--- src/rtl/divider_share_ctrl.sv ---
// divider_share_ctrl: round-robin front end that lets N_REQ requesters share
// a single iterative divider. It grants one request at a time, drives the
// divider's start/done handshake and returns the result tagged with the
// requester ID. A zero divisor is answered directly without using the divider.
// A divider that never signals done is aborted after TIMEOUT cycles.
module divider_share_ctrl #(
  parameter int N_REQ   = 4,
  parameter int ID_W    = 2,
  parameter int DATA_W  = 8,
  parameter int TIMEOUT = 64
) (
  input  logic                      clk,
  input  logic                      rst_n,
  input  logic [N_REQ-1:0]          req_valid,
  input  logic [N_REQ*DATA_W-1:0]   req_divisor,
  input  logic [N_REQ*DATA_W-1:0]   req_dividend,
  output logic [N_REQ-1:0]          req_ack,
  output logic                      rsp_valid,
  output logic [ID_W-1:0]           rsp_id,
  output logic [DATA_W-1:0]         rsp_quotient,
  output logic [DATA_W-1:0]         rsp_remainder,
  output logic                      rsp_err,
  output logic                      busy,
  output logic                      div_start_sig,
  output logic [DATA_W-1:0]         div_divisor,
  output logic [DATA_W-1:0]         div_dividend,
  input  logic                      div_done_sig,
  input  logic [DATA_W-1:0]         div_quotient,
  input  logic [DATA_W-1:0]         div_reminder
);

  localparam int CNT_W = $clog2(TIMEOUT);

  typedef enum logic [1:0] {
    ST_IDLE = 2'd0,
    ST_BUSY = 2'd1,
    ST_RESP = 2'd2
  } state_t;

  state_t              state_q, state_d;
  logic [ID_W-1:0]     rr_ptr_q, rr_ptr_d;
  logic [ID_W-1:0]     cur_id_q, cur_id_d;
  logic [CNT_W-1:0]    cnt_q, cnt_d;
  logic [N_REQ-1:0]    req_ack_q, req_ack_d;
  logic                rsp_valid_q, rsp_valid_d;
  logic [ID_W-1:0]     rsp_id_q, rsp_id_d;
  logic [DATA_W-1:0]   rsp_quotient_q, rsp_quotient_d;
  logic [DATA_W-1:0]   rsp_remainder_q, rsp_remainder_d;
  logic                rsp_err_q, rsp_err_d;
  logic                busy_q, busy_d;
  logic                div_start_q, div_start_d;
  logic [DATA_W-1:0]   div_divisor_q, div_divisor_d;
  logic [DATA_W-1:0]   div_dividend_q, div_dividend_d;

  logic                found;
  logic [ID_W-1:0]     winner;
  logic [DATA_W-1:0]   win_divisor;
  logic [DATA_W-1:0]   win_dividend;

  // Index arithmetic modulo N_REQ (N_REQ need not be a power of two).
  function automatic logic [ID_W-1:0] wrap_add(input logic [ID_W-1:0] a, input int b);
    int s;
    s = int'(a) + b;
    if (s >= N_REQ) s = s - N_REQ;
    return ID_W'(s);
  endfunction

  // Round-robin search: first valid requester at or above the pointer, with wrap.
  always_comb begin
    found  = 1'b0;
    winner = '0;
    for (int k = 0; k < N_REQ; k++) begin
      if (!found && req_valid[wrap_add(rr_ptr_q, k)]) begin
        found  = 1'b1;
        winner = wrap_add(rr_ptr_q, k);
      end
    end
    win_divisor  = req_divisor[int'(winner)*DATA_W +: DATA_W];
    win_dividend = req_dividend[int'(winner)*DATA_W +: DATA_W];
  end

  // Next-state and registered-output logic for the IDLE/BUSY/RESP sequencer.
  always_comb begin
    state_d         = state_q;
    rr_ptr_d        = rr_ptr_q;
    cur_id_d        = cur_id_q;
    cnt_d           = cnt_q;
    req_ack_d       = '0;
    rsp_valid_d     = 1'b0;
    rsp_id_d        = rsp_id_q;
    rsp_quotient_d  = rsp_quotient_q;
    rsp_remainder_d = rsp_remainder_q;
    rsp_err_d       = rsp_err_q;
    div_start_d     = div_start_q;
    div_divisor_d   = div_divisor_q;
    div_dividend_d  = div_dividend_q;

    case (state_q)
      ST_IDLE: begin
        if (found) begin
          req_ack_d[winner] = 1'b1;
          div_divisor_d     = win_divisor;
          div_dividend_d    = win_dividend;
          cur_id_d          = winner;
          rr_ptr_d          = wrap_add(winner, 1);
          if (win_divisor == '0) begin
            // Answer divide-by-zero directly; the divider is never started.
            rsp_valid_d     = 1'b1;
            rsp_id_d        = winner;
            rsp_quotient_d  = '1;
            rsp_remainder_d = win_dividend;
            rsp_err_d       = 1'b1;
            state_d         = ST_RESP;
          end else begin
            div_start_d = 1'b1;
            cnt_d       = '0;
            state_d     = ST_BUSY;
          end
        end
      end

      ST_BUSY: begin
        cnt_d = cnt_q + 1'b1;
        if (div_done_sig) begin
          // Done has priority over a timeout in the same cycle.
          rsp_valid_d     = 1'b1;
          rsp_id_d        = cur_id_q;
          rsp_quotient_d  = div_quotient;
          rsp_remainder_d = div_reminder;
          rsp_err_d       = 1'b0;
          div_start_d     = 1'b0;
          state_d         = ST_RESP;
        end else if (cnt_q == CNT_W'(TIMEOUT - 1)) begin
          rsp_valid_d     = 1'b1;
          rsp_id_d        = cur_id_q;
          rsp_quotient_d  = '0;
          rsp_remainder_d = '0;
          rsp_err_d       = 1'b1;
          div_start_d     = 1'b0;
          state_d         = ST_RESP;
        end
      end

      ST_RESP: begin
        // Wait for the divider to release done before another start can issue.
        if (!div_done_sig) state_d = ST_IDLE;
      end

      default: begin
        state_d     = ST_IDLE;
        div_start_d = 1'b0;
      end
    endcase

    busy_d = (state_d != ST_IDLE);
  end

  // State and output registers; async reset drops div_start_sig immediately.
  always_ff @(posedge clk or negedge rst_n) begin
    if (!rst_n) begin
      state_q         <= ST_IDLE;
      rr_ptr_q        <= '0;
      cur_id_q        <= '0;
      cnt_q           <= '0;
      req_ack_q       <= '0;
      rsp_valid_q     <= 1'b0;
      rsp_id_q        <= '0;
      rsp_quotient_q  <= '0;
      rsp_remainder_q <= '0;
      rsp_err_q       <= 1'b0;
      busy_q          <= 1'b0;
      div_start_q     <= 1'b0;
      div_divisor_q   <= '0;
      div_dividend_q  <= '0;
    end else begin
      state_q         <= state_d;
      rr_ptr_q        <= rr_ptr_d;
      cur_id_q        <= cur_id_d;
      cnt_q           <= cnt_d;
      req_ack_q       <= req_ack_d;
      rsp_valid_q     <= rsp_valid_d;
      rsp_id_q        <= rsp_id_d;
      rsp_quotient_q  <= rsp_quotient_d;
      rsp_remainder_q <= rsp_remainder_d;
      rsp_err_q       <= rsp_err_d;
      busy_q          <= busy_d;
      div_start_q     <= div_start_d;
      div_divisor_q   <= div_divisor_d;
      div_dividend_q  <= div_dividend_d;
    end
  end

  assign req_ack       = req_ack_q;
  assign rsp_valid     = rsp_valid_q;
  assign rsp_id        = rsp_id_q;
  assign rsp_quotient  = rsp_quotient_q;
  assign rsp_remainder = rsp_remainder_q;
  assign rsp_err       = rsp_err_q;
  assign busy          = busy_q;
  assign div_start_sig = div_start_q;
  assign div_divisor   = div_divisor_q;
  assign div_dividend  = div_dividend_q;

endmodule

--- config.mk ---
export PLATFORM = sky130hd
export DESIGN_NAME = divider_share_ctrl
export DESIGN_NICKNAME = d
export VERILOG_FILES = /design/src/rtl/divider_share_ctrl.sv
export SDC_FILE = /design/constraint.sdc
export NUM_CORES = 1
export LEC_CHECK = 0
export BUFFER_PORTS_ARGS = -buffer_cell sky130_fd_sc_hd__clkbuf_2
export CAP_MARGIN = 30
export CORE_ASPECT_RATIO = 1.5
export CORE_MARGIN = 1
export CORE_UTILIZATION = 28
export DETAILED_ROUTE_END_ITERATION = 12
export GPL_TIMING_DRIVEN = 0
export MAX_ROUTING_LAYER = met4
export PLACE_DENSITY_LB_ADDON = 0.15
export SYNTH_ARGS = -nofsm -noshare
export SYNTH_HDL_FRONTEND = slang
export SYNTH_SLANG_ARGS = --single-unit
export TNS_END_PERCENT = 50
--- constraint.sdc ---
create_clock -name clk -period 3.75 [get_ports clk]
set_input_delay 0.375 -clock clk [delete_from_list [all_inputs] [get_ports clk]]
set_output_delay 0.375 -clock clk [all_outputs]
set_load 0.01 [all_outputs]
* Yosys cells after proc, flatten, opt, wreduce, memory -nomap -nowiden
Cells that the tools add are included.
** Word-level totals
- Output and inout port bits :: 42
- Flip-flop bits (word level) :: 54
- Input port bits :: 87
- Logic and storage cells :: 123
** Cells by class
- Bitwise operators :: 1
- $lt $le $gt $ge :: 11
- Shifts and indexed selects :: 2
- Mux-type cells :: 63
- Reductions and logical operators :: 15
- Eq/ne operators :: 7
- Add/subtract/negate cells :: 10
** Operators with widths (number)
- indexed part select 32 x 6 -> 8 bit :: 2
- 2-to-1 mux 8 bit :: 7
- 2-to-1 mux 2 bit :: 18
- one-hot mux 8 bit (2 select lines) :: 2
- 2-to-1 mux 1 bit :: 21
- less-than comparator 2 x 3 -> 1 bit (second input constant) :: 5
- greater-or-equal comparator 3 bit (second input constant) :: 4
- 2-to-1 mux 6 bit :: 2
- one-hot mux 6 bit (2 select lines) :: 1
- subtractor 2 x 1 -> 2 bit (second input constant) :: 5
- binary-select mux 1 bit (select 2 bit) :: 4
- zero test 8 bit :: 1
- 2-to-1 mux 4 bit :: 2
- AND reduction 4 bit :: 2
- adder 2 x 1 -> 3 bit (second input constant) :: 2
- adder 2 x 2 -> 3 bit (second input constant) :: 2
- adder 6 x 1 -> 6 bit (second input constant) :: 1
- == test 6 bit (second input constant) :: 1
- != test 2 bit (second input constant) :: 3
- one-hot mux 2 bit (3 select lines) :: 1
- logical AND 1 bit :: 4
- one-hot mux 1 bit (2 select lines) :: 2
- one-hot mux 2 bit (2 select lines) :: 1
- nonzero test 2 bit :: 2
- 12 further kinds :: 14

* Longest topological paths before layout
- Word-level depth :: 20
- Mapped depth :: 13
- Gate-level depth less buffers :: 9

* Least setup slack after synthesis
Ideal clock, no wire load.
- Path type :: in2reg
- Start :: input port req_valid[1]
- End :: register rsp_id_q[0] (netlist: rsp_id[0])
- Library setup time :: 125 ps
- Data required time :: 3625 ps
- Slack :: 1258 ps
- Arrival :: 2367 ps
- Cell stages on the path :: 12
- Buffers on the path :: 4
- Cell sequence :: buf_2 > nor2b_4 > a221o_2 > buf_6 > nand3_1 > nand3_1 > a22oi_1 > and4_1 > buf_4 > o2bb2ai_4 > buf_12 > mux2_4
** Between the ends
- Word-level cells in the longest chain between the ends :: 16
- Elaborated cells on any way between the ends :: 30
- Classes of those cells :: 2 x eq/ne; 1 x shift; 19 x mux; 8 x reduce/logical
** Ends and longest elaborated chain
- start: declaration :: line 14 : input logic [N_REQ-1:0] req_valid,
- binary-select mux 1 bit (select 2 bit) :: line 73 : if (!found && req_valid[wrap_add(rr_ptr_q, k)]) begin
- 2-to-1 mux 1 bit (implied by the code) :: line 73
- 2-to-1 mux 1 bit :: line 73
- zero test 1 bit :: line 73
- logical AND 1 bit :: line 73
- 2-to-1 mux 1 bit :: line 73
- zero test 1 bit :: line 73
- logical AND 1 bit :: line 73
- 2-to-1 mux 1 bit :: line 73
- zero test 1 bit :: line 73
- logical AND 1 bit :: line 73
- 2-to-1 mux 2 bit :: line 73
- indexed part select 32 x 6 -> 8 bit :: line 78 : win_divisor = req_divisor[int'(winner)*DATA_W +: DATA_W];
- zero test 8 bit :: line 106 : if (win_divisor == '0) begin
- != test 2 bit (no line)
- AND reduction 4 bit (no line)
- end signal: assignment :: line 182 : rsp_id_q <= rsp_id_d;
- end: declaration :: line 46 : logic [ID_W-1:0] rsp_id_q, rsp_id_d;
Parallel ways exist; a longest one is shown, timed or not. The select of a mux whose other input is x is not followed.
A chain may end at the register's enable or synchronous reset.

* Worst setup path after layout
- Start :: register rr_ptr_q[1]
- End :: register rsp_remainder_q[2] (netlist: rsp_remainder[2])
** Between the ends
- Word-level cells in the longest chain between the ends :: 18
- Elaborated cells on any way between the ends :: 46
- Classes of those cells :: 7 x add/sub; 4 x order compare; 2 x eq/ne; 2 x shift; 23 x mux; 8 x reduce/logical
** Ends and longest elaborated chain
- start: declaration :: line 41 : logic [ID_W-1:0] rr_ptr_q, rr_ptr_d;
- start signal: assignment :: line 177 : rr_ptr_q <= rr_ptr_d;
- parallel branches: the longest is 13 deep, another holds adder 2 x 1 -> 3 bit
- 2-to-1 mux 2 bit (*) :: line 73
- net winner[0] :: line 56 : logic [ID_W-1:0] winner;
- indexed part select 32 x 6 -> 8 bit (on tied branches) :: line 78, 79
- zero test 8 bit / 2-to-1 mux 8 bit (equally long branches) :: line 106
- != test 2 bit (no line) / 2-to-1 mux 8 bit (equally long branches)
- AND reduction 4 bit (no line) / one-hot mux 8 bit (2 select lines) (equally long branches)
- end signal: assignment :: line 184 : rsp_remainder_q <= rsp_remainder_d;
- end: declaration :: line 48 : logic [DATA_W-1:0] rsp_remainder_q, rsp_remainder_d;
Mark *: on every way through the listed nets, which the timed path passes. The select of a mux whose other input is x is not followed.

==> run summary <==
TNS Setup - 0 ns
Dominant cell by count in the synthesized netlist - o21ai_0
RR Endpoint - rsp_remainder[2]
WL met2 - 4650 um
Fmax - 0.353 GHz
Crit path time final - 2.83 ns
Lkg Pwr - 0.00204 uW
Worst Skew - 0.0105 ns
Post_cts resized - 0
# fillers - 1225
Diodes inserted - 0
WL final - 9440 um
Worst Tran Pin Value - 0.751 ns
Row count - 47
Global placer's final weighted congestion - 0.822
Worst setup SP type - flop
I/O pin count - 129
Largest area contributor in the netlist - dfrtp_1
Syn nets - 464
Final Cycle Share - 75.5%
Avg Synthesized Cell Area - 8.60 sq um
Slowest cell on crit path - dfrtp_1
Starting density of the core - 28.9%
CP top delay family - buffers and inverters
Fin. Hold Viols - 0
Worst path most repeated cell - buf_4
CTS Buf Count - 5
Fin nets - 597
FFs w/ async S/R, synth - 100%
Reg2reg setup slack - 0.92 ns
Initial DRT Pass Iterations - 4
Fin area - 4170 sq um
Clock buffer depth - 2
Initial drt markers - 128
RSZ-0062 raised after global routing - false
Die X - 89.3 um
Critical path class - reg2reg
Worst-path clk slew - 0.07 ns
Synth area leaders - dfrtp_1 42%, o21ai_0 9.9%, nand3_1 7.7%
Cts hold-fix bufs - 0
CTS tree - built
Count of state elements after synthesis - 54
Gr usage total - 17.2%
Vias per inst - 4.77
CP peak stage delay - 0.46 ns
Utilization after layout - 37.7%
Met3 Wirelength - 447 um
Final Max Tran Viols - 0
Post-synth top area share - 42.2%
Worst EP arrival - 3.02 ns
Worst skew pair latency - 0.30 ns
Htree depth - 2
Commonest cells in the synthesized netlist - 63 x o21ai_0, 54 x dfrtp_1, 52 x nand2_1, 49 x nand3_1, 33 x nor2_1
Die area - 11900 sq um
Peak VDD IR - 285 uV
Worst min path class - in2async
Remaining DRCs - 0
Vias in the first global route - 3193
Number of enable flip-flop cells after synthesis - 0
Layout cells sized above 1 - 33.2%
Most used DFF post-synth - dfrtp_1
Final setup fails - 0
DRT antenna net count - 0
Synth Cell Area - 3200 sq um
Largest net degree at the start of global routing - 55
DP Wirelength - 7430 um
Total grt overflow - 0
Cell area power density - 760 nW/um^2
Initial antenna violation count - 0
RR Startpoint - rr_ptr_q[1]
Req. time, crit path - 3.93 ns
Max-slew headroom - 49.9%
Post-DR wirelength/cell - 14.5 um
Status - finished, final reports clean
Synth warn - 0
Post-DP Area - 4020 sq um
CP bufs+invs - 4
Distinct cells, synth - 47
Post-Route M1 WL - 4060 um
CTS Root Cell - clkbuf_16
Area delta synth->final - 30.4%
First-pass GRT wire length - 15300 um
R2R cell count - 12
Critical Path End Type - flop
Core Footprint - 11100 sq um
Post-Syn Instances - 372
Die height - 133 um
IO buf count - 126
Max Cap Viol - 0
CP Cell Sequence - mux2i_1 -> o2bb2ai_2 -> nor2_4 -> inv_2 -> buf_4 -> nand3_1 -> a22oi_1 -> and4_1 -> buf_4 -> o2bb2ai_4 -> buf_12 -> mux2_4
Via count - 3112
Top Layer Used - met4
CTS sink cnt - 54
Maximum net fanout on the critical path - 11
Sequential area share after synthesis - 42.2%
Setup bufs post-CTS - 0
kinds of logic after synthesis:
kind of cell | after synthesis | share of synthesized area, %
AO/OA/AOI/OAI | 94 | 18.4
adder cells (fa/ha/maj) | 5 | 1.96
buffers and inverters | 37 | 5.79
flip-flops | 54 | 42.2
multiplexers | 22 | 8.33
AND/OR/NAND/NOR | 160 | 23.3
metrics by stage:
stage	worst slack (ns)	instances	hold slack [ns]	total power (uW)
4_1_cts	0.890	653	0.204	3230
5_1_grt	0.660	653	0.246	3480
6_report	0.917	653	0.176	3170
2_1_floorplan	1.26	372	0.0794	2100
3_3_place_gp	0.888	645	0.463	2700
3_5_place_dp	0.835	645	0.474	2740
power by group:
part	internal, uW	switching [uW]	total (uW)	leakage [uW]
Sequential	843	171	1010	0.000658
Clock	268	214	483	0.0000735
Combinational	669	1000	1670	0.00131
cell type report:
class	instances	area [sq um]	share of cell area, %
tap	147	184	4.41
clock inverter	2	16.3	0.390
inverter	12	45.0	1.08
timing repair buffer	126	633	15.2
buffer	25	140	3.36
sequential	54	1350	32.4
multi-input combinational	281	1660	39.9
clock buffer	6	139	3.33
layout by cell type, fill, tap and decap left out, types with 5 or more instances in the layout:
cell type / instances
clkbuf_2: 125
o21ai_0: 63
dfrtp_1: 54
nand2_1: 52
nand3_1: 49
nor2_1: 33
clkbuf_1: 14
mux2i_1: 12
a21oi_1: 9
inv_1: 9
mux2_4: 9
nand4_1: 6
and2_1: 5
ha_1: 5
clkbuf_16: 5
how the worst max path moves through the flow:
stage                       startpoint               end  slack (ns)  cells past startpoint
after floorplan           req_valid[1]         rsp_id[0]        1.26                     12
after global placement    req_valid[2]  rsp_remainder[0]        0.89                     13
after detailed placement  req_valid[2]  rsp_remainder[2]        0.83                     13
after CTS                  rr_ptr_q[1]  rsp_remainder[2]        0.89                     12
after global routing       rr_ptr_q[1]  rsp_remainder[6]        0.66                     11
final                      rr_ptr_q[1]  rsp_remainder[2]        0.92                     12
flip-flops by register name (all words and copies together) (netlist names):
signal and cells:
rsp_valid 1, div_dividend 8, state_q 2, cur_id_q 2
rsp_err 1, rsp_remainder 8, req_ack 4, rr_ptr_q 2
cnt_q 6, div_start_sig 1, rsp_id 2, busy 1
rsp_quotient 8, div_divisor 8
worst register-to-register path: stages, from the launching register on:
cell and delay [ns]:
dfrtp_1 0.46, mux2i_1 0.16, o2bb2ai_2 0.27, nor2_4 0.14, inv_2 0.16, buf_4 0.19
nand3_1 0.10, a22oi_1 0.22, and4_1 0.24, buf_4 0.16, o2bb2ai_4 0.15, buf_12 0.17
mux2_4 0.30
per-layer routing:
| metal | up-vias | GRT usage [%] |
|---|---|---|
| met2 | 110 | 28.6 |
| met4 | 0 | 7.32 |
| met1 | 1426 | 20.2 |
| li1 | 1557 | - |
| met5 | - | - |
| met3 | 19 | 2.74 |
Power figures use the tool's default switching activity.
